==> src/rtl/sumador_serie.sv <==
// Bit-serial adder/subtractor: one full-adder cell processes one bit per clock, LSB first.
// The result, carry-out and signed overflow are registered and only change on completion.
module sumador_serie #(
  parameter int unsigned ANCHO = 8
) (
  input  logic             i_clk,
  input  logic             i_rst,
  input  logic             i_inicio,
  input  logic             i_resta,
  input  logic [ANCHO-1:0] i_operando_a,
  input  logic [ANCHO-1:0] i_operando_b,
  input  logic             i_acarreo,
  output logic             o_ocupado,
  output logic             o_listo,
  output logic [ANCHO-1:0] o_suma,
  output logic             o_acarreo,
  output logic             o_desborde
);

  localparam int unsigned CW = (ANCHO > 1) ? $clog2(ANCHO) : 1;

  typedef enum logic [1:0] {Reposo, Sumando, Listo} estado_e;

  estado_e          estado_q, estado_d;
  logic [ANCHO-1:0] a_q, a_d;
  logic [ANCHO-1:0] b_q, b_d;
  logic             c_q, c_d;
  logic [CW-1:0]    cuenta_q, cuenta_d;
  logic [ANCHO-1:0] res_q, res_d;
  logic [ANCHO-1:0] suma_q, suma_d;
  logic             acarreo_q, acarreo_d;
  logic             desborde_q, desborde_d;
  logic             ocupado_q, ocupado_d;
  logic             listo_q, listo_d;

  logic s_bit;
  logic c_sig;

  always_comb begin
    s_bit = a_q[0] ^ b_q[0] ^ c_q;
    c_sig = (a_q[0] & b_q[0]) | (c_q & (a_q[0] ^ b_q[0]));

    estado_d   = estado_q;
    a_d        = a_q;
    b_d        = b_q;
    c_d        = c_q;
    cuenta_d   = cuenta_q;
    res_d      = res_q;
    suma_d     = suma_q;
    acarreo_d  = acarreo_q;
    desborde_d = desborde_q;
    ocupado_d  = 1'b0;
    listo_d    = 1'b0;

    unique case (estado_q)
      Reposo: begin
        if (i_inicio) begin
          a_d       = i_operando_a;
          // Subtraction is A + ~B + 1; carry-in is ignored in that mode.
          b_d       = i_resta ? ~i_operando_b : i_operando_b;
          c_d       = i_resta | i_acarreo;
          cuenta_d  = '0;
          estado_d  = Sumando;
          ocupado_d = 1'b1;
        end
      end
      Sumando: begin
        a_d      = a_q >> 1;
        b_d      = b_q >> 1;
        c_d      = c_sig;
        res_d    = {s_bit, res_q[ANCHO-1:1]};
        cuenta_d = cuenta_q + CW'(1);
        if (cuenta_q == CW'(ANCHO - 1)) begin
          estado_d   = Listo;
          listo_d    = 1'b1;
          suma_d     = {s_bit, res_q[ANCHO-1:1]};
          acarreo_d  = c_sig;
          // Overflow: carry into the MSB differs from carry out of it.
          desborde_d = c_q ^ c_sig;
        end else begin
          ocupado_d = 1'b1;
        end
      end
      Listo: begin
        estado_d = Reposo;
      end
      default: begin
        estado_d = Reposo;
      end
    endcase
  end

  always_ff @(posedge i_clk or posedge i_rst) begin
    if (i_rst) begin
      estado_q   <= Reposo;
      a_q        <= '0;
      b_q        <= '0;
      c_q        <= 1'b0;
      cuenta_q   <= '0;
      res_q      <= '0;
      suma_q     <= '0;
      acarreo_q  <= 1'b0;
      desborde_q <= 1'b0;
      ocupado_q  <= 1'b0;
      listo_q    <= 1'b0;
    end else begin
      estado_q   <= estado_d;
      a_q        <= a_d;
      b_q        <= b_d;
      c_q        <= c_d;
      cuenta_q   <= cuenta_d;
      res_q      <= res_d;
      suma_q     <= suma_d;
      acarreo_q  <= acarreo_d;
      desborde_q <= desborde_d;
      ocupado_q  <= ocupado_d;
      listo_q    <= listo_d;
    end
  end

  assign o_ocupado  = ocupado_q;
  assign o_listo    = listo_q;
  assign o_suma     = suma_q;
  assign o_acarreo  = acarreo_q;
  assign o_desborde = desborde_q;

endmodule

==> config.mk <==
export PLATFORM = sky130hd
export DESIGN_NAME = sumador_serie
export DESIGN_NICKNAME = d
export VERILOG_FILES = /design/src/rtl/sumador_serie.sv
export SDC_FILE = /design/constraint.sdc
export NUM_CORES = 1
export LEC_CHECK = 0
export CAP_MARGIN = 20
export CORE_ASPECT_RATIO = 0.75
export CORE_MARGIN = 5
export CORE_UTILIZATION = 45
export CTS_CLUSTER_SIZE = 25
export DETAILED_ROUTE_END_ITERATION = 10
export PLACE_DENSITY = 0.81
export SKIP_CTS_REPAIR_TIMING = 1
export SYNTH_ARGS = -nofsm -noshare
export SYNTH_HDL_FRONTEND = slang
export SYNTH_SLANG_ARGS = --single-unit
==> constraint.sdc <==
create_clock -name i_clk -period 2.44 [get_ports i_clk]
set_input_delay 0.61 -clock i_clk [delete_from_list [all_inputs] [get_ports i_clk]]
set_output_delay 0.61 -clock i_clk [all_outputs]
set_load 0.01 [all_outputs]
==> impl_metrics.py <==
metrics = {
    "clock_tree": {
        "cts.sinks": 41,
        "cts_buffers": 5,
        "clk-insertion-delay-late_ns": 0.30,
        "clk_pin_slew_ns": 0.08,
        "clk_path_buf_depth": 2,
        "h-tree-depth": 2,
        "cts_tree": "done",
        "cts-root-buf": "clkbuf_8",
    },
    "worst_setup_path": {
        "rrSetupSlack_ns": 0.67,
        "worst-path-stages": 1,
        "crit_required_ns": 1.83,
        "crit_family": "buffers and inverters",
        "critical_path.max_fanout": 2,
        "critPathArrivalTime_ns": 1.21,
        "max_stage_delay_ns": 0.55,
        "path_cells": "clkdlybuf4s50_1",
        "critPathBufInv": 1,
        "start_kind": "flip-flop",
        "r2r_end": "o_suma[7]",
        "reg2reg_depth": 4,
        "critPathSlowestCell": "clkdlybuf4s50_1",
        "worst_setup_path_end_kind": "primary output",
        "critPathKind": "flip-flop to primary output",
        "rr_startpoint": "cuenta_q[0]",
    },
    "logic_synthesis": {
        "ys_async_sr_fraction_pct": 100,
        "syn_area_um2": 1810,
        "synth_cell_type_count": 24,
        "ys_ff_latch": 41,
        "syn_inst": 146,
        "ys_seq_area_share_pct": 56.6,
        "yosysWarnings": 0,
        "syn_nets": 170,
        "yosysMostFrequentCell": "dfrtp_1",
        "yosys.area.top_type": "dfrtp_1",
        "synth_edf_count": 0,
        "netlist_top_cells_count": "41 x dfrtp_1, 17 x mux2_2, 17 x nand2_1, 14 x mux2i_1, 14 x o21ai_1",
        "netlist.area_leader.share_pct": 56.6,
        "synth_area_leaders": "dfrtp_1 57%, mux2_2 11%, mux2i_1 7.7%, o21ai_1 3.9%, xor2_1 3.9%",
        "avgSynthCellArea_um2": 12.4,
        "ys.flop_type": "dfrtp_1",
    },
    "worst_hold_path": {
        "min_path_cells": 2,
        "whs_endpoint": "a_q[6]",
        "hp-class": "flip-flop to flip-flop",
        "hp-start": "a_q[6]",
    },
    "detailed_routing": {
        "wl_met3_um": 152,
        "vias": 1176,
        "top_layer_used": "met4",
        "routed_wl_um": 3550,
        "dr.pass1.iters": 4,
        "vias_per_cell": 4.94,
        "wl_per_cell_um": 14.9,
        "drt-met1-wl_um": 1590,
        "dr.first_iter.drc_count": 55,
        "route.detailed.drc": 0,
        "met2WireLength_um": 1740,
        "ant_nets": 0,
    },
    "die": {
        "die_w_um": 83.3,
        "dieArea_um2": 5410,
        "start_util_pct": 45.6,
        "core-area_um2": 3980,
        "io-pin-count": 33,
        "rows": 20,
        "die_height_um": 65.0,
    },
    "finish": {
        "syn2layout_area_growth_pct": 26.8,
        "final_layout_size_suffix_gt1_share_pct": 17.5,
        "diodes": 0,
        "n_fill_cell": 329,
        "fin_util_pct": 57.8,
        "final_cells": 238,
        "finalNetCount": 206,
    },
    "timing": {
        "max-slew-margin-rel_pct": 61.5,
        "fmax_mhz": 549,
        "rsz0062_at_grt": "false",
        "tightest_slew_ns": 0.575,
        "period_needed_ns": 1.82,
        "finalSetupViolCount": 0,
        "fin_setup_tns_ns": 0,
        "timing_hold_violations_final": 0,
        "finClkSkew_ns": 0.00782,
        "fin_ws_ns": 0.619,
        "fin_crit_sh_pct": 74.6,
        "slew_viol_final": 0,
    },
    "grt": {
        "grt_max_degree": 42,
        "grt_pass1_vias": 1240,
        "antenna_found_initial": 0,
        "track_usage_pct": 15.0,
        "grt_first_pass_wirelength_um": 6140,
        "overflow": 0,
    },
    "placement": {
        "dp_cells": 230,
        "dpl_worst_slack_ns": 0.346,
        "port-buffer-count": 32,
        "place.gp.congestion": 0.739,
        "dp.final_hpwl_um": 2470,
    },
    "power": {
        "powerDensity_nw_per_um2": 1230,
        "max-vdd-ir-drop_v": 0.000514,
        "finalPower_uw": 2840,
        "p_leak_uw": 0.00107,
    },
    "status": {
        "outcome": "finished clean",
    },
    "run": {
        "max_cap_violations": 0,
    },
}
==> cells in the final DEF (no fill, tap or decap), drive strengths merged, types with 2 or more instances in the layout <==
| cell type | count |
|---|---|
| mux2i | 14 |
| xor2 | 8 |
| buf | 5 |
| ha | 2 |
| nor2b | 5 |
| clkbuf | 7 |
| o21ai | 18 |
| nand2 | 17 |
| a22o | 2 |
| mux2 | 17 |
| a21oi | 5 |
| inv | 3 |
| dfrtp | 41 |
| clkdlybuf4s50 | 32 |
==> where the power goes <==
part	internal (uW)	total (uW)	switching, uW
Combinational	618	1090	468
Sequential	988	1190	200
Clock	333	561	227
Total	1940	2840	896
==> stage by stage <==
stage	hold slack (ns)	area, um^2
floorplan	0.455	1810
global placement	0.466	2180
detailed placement	0.480	2180
CTS	0.498	2300
global route	0.527	2300
finish	0.493	2300
==> worst max path at each step <==
stage	startpoint	to	slack, ns
after floorplan	i_rst	a_q[0]	0.88
after global placement	i_resta	c_q	0.47
after detailed placement	i_resta	c_q	0.35
after CTS	o_desborde	o_desborde	0.59
after global routing	o_desborde	o_desborde	0.55
final	o_desborde	o_desborde	0.62
==> flip-flops by register name, indices dropped and copies added, names as in the netlist <==
name	count
o_desborde	1
o_ocupado	1
cuenta_q	3
c_q	1
estado_q	2
a_q	8
b_q	8
res_q	7
o_listo	1
o_acarreo	1
o_suma	8
==> per-layer routing <==
metal	track usage (%)	vias up
met2	24.0	22
met5	0	-
li1	-	566
met3	5.46	8
met1	18.1	580
met4	7.14	0
==> layout make-up <==
type	instances	area, um^2	area share [%]
Tap cell	55	68.8	2.99
Clock buffer	7	86.3	3.76
Timing Repair Buffer	37	358	15.6
Inverter	3	11.3	0.490
Multi-Input combinational cell	94	718	31.2
Clock inverter	1	30.0	1.31
Sequential cell	41	1030	44.6
==> cell families (layout without fill, tap and decap cells) <==
family          count (synthesis)  count (layout)  share of synthesized area, %
compound gates                 27              27                          8.14
xor+xnor                        9               9                          4.35
fa+ha+maj                       3               3                          2.48
buf+inv                        11              48                          4.00
flops                          41              41                          56.6
mux                            31              31                          18.3
simple gates                   24              24                          6.14
Note: power is estimated with default switching activity, not from simulation.
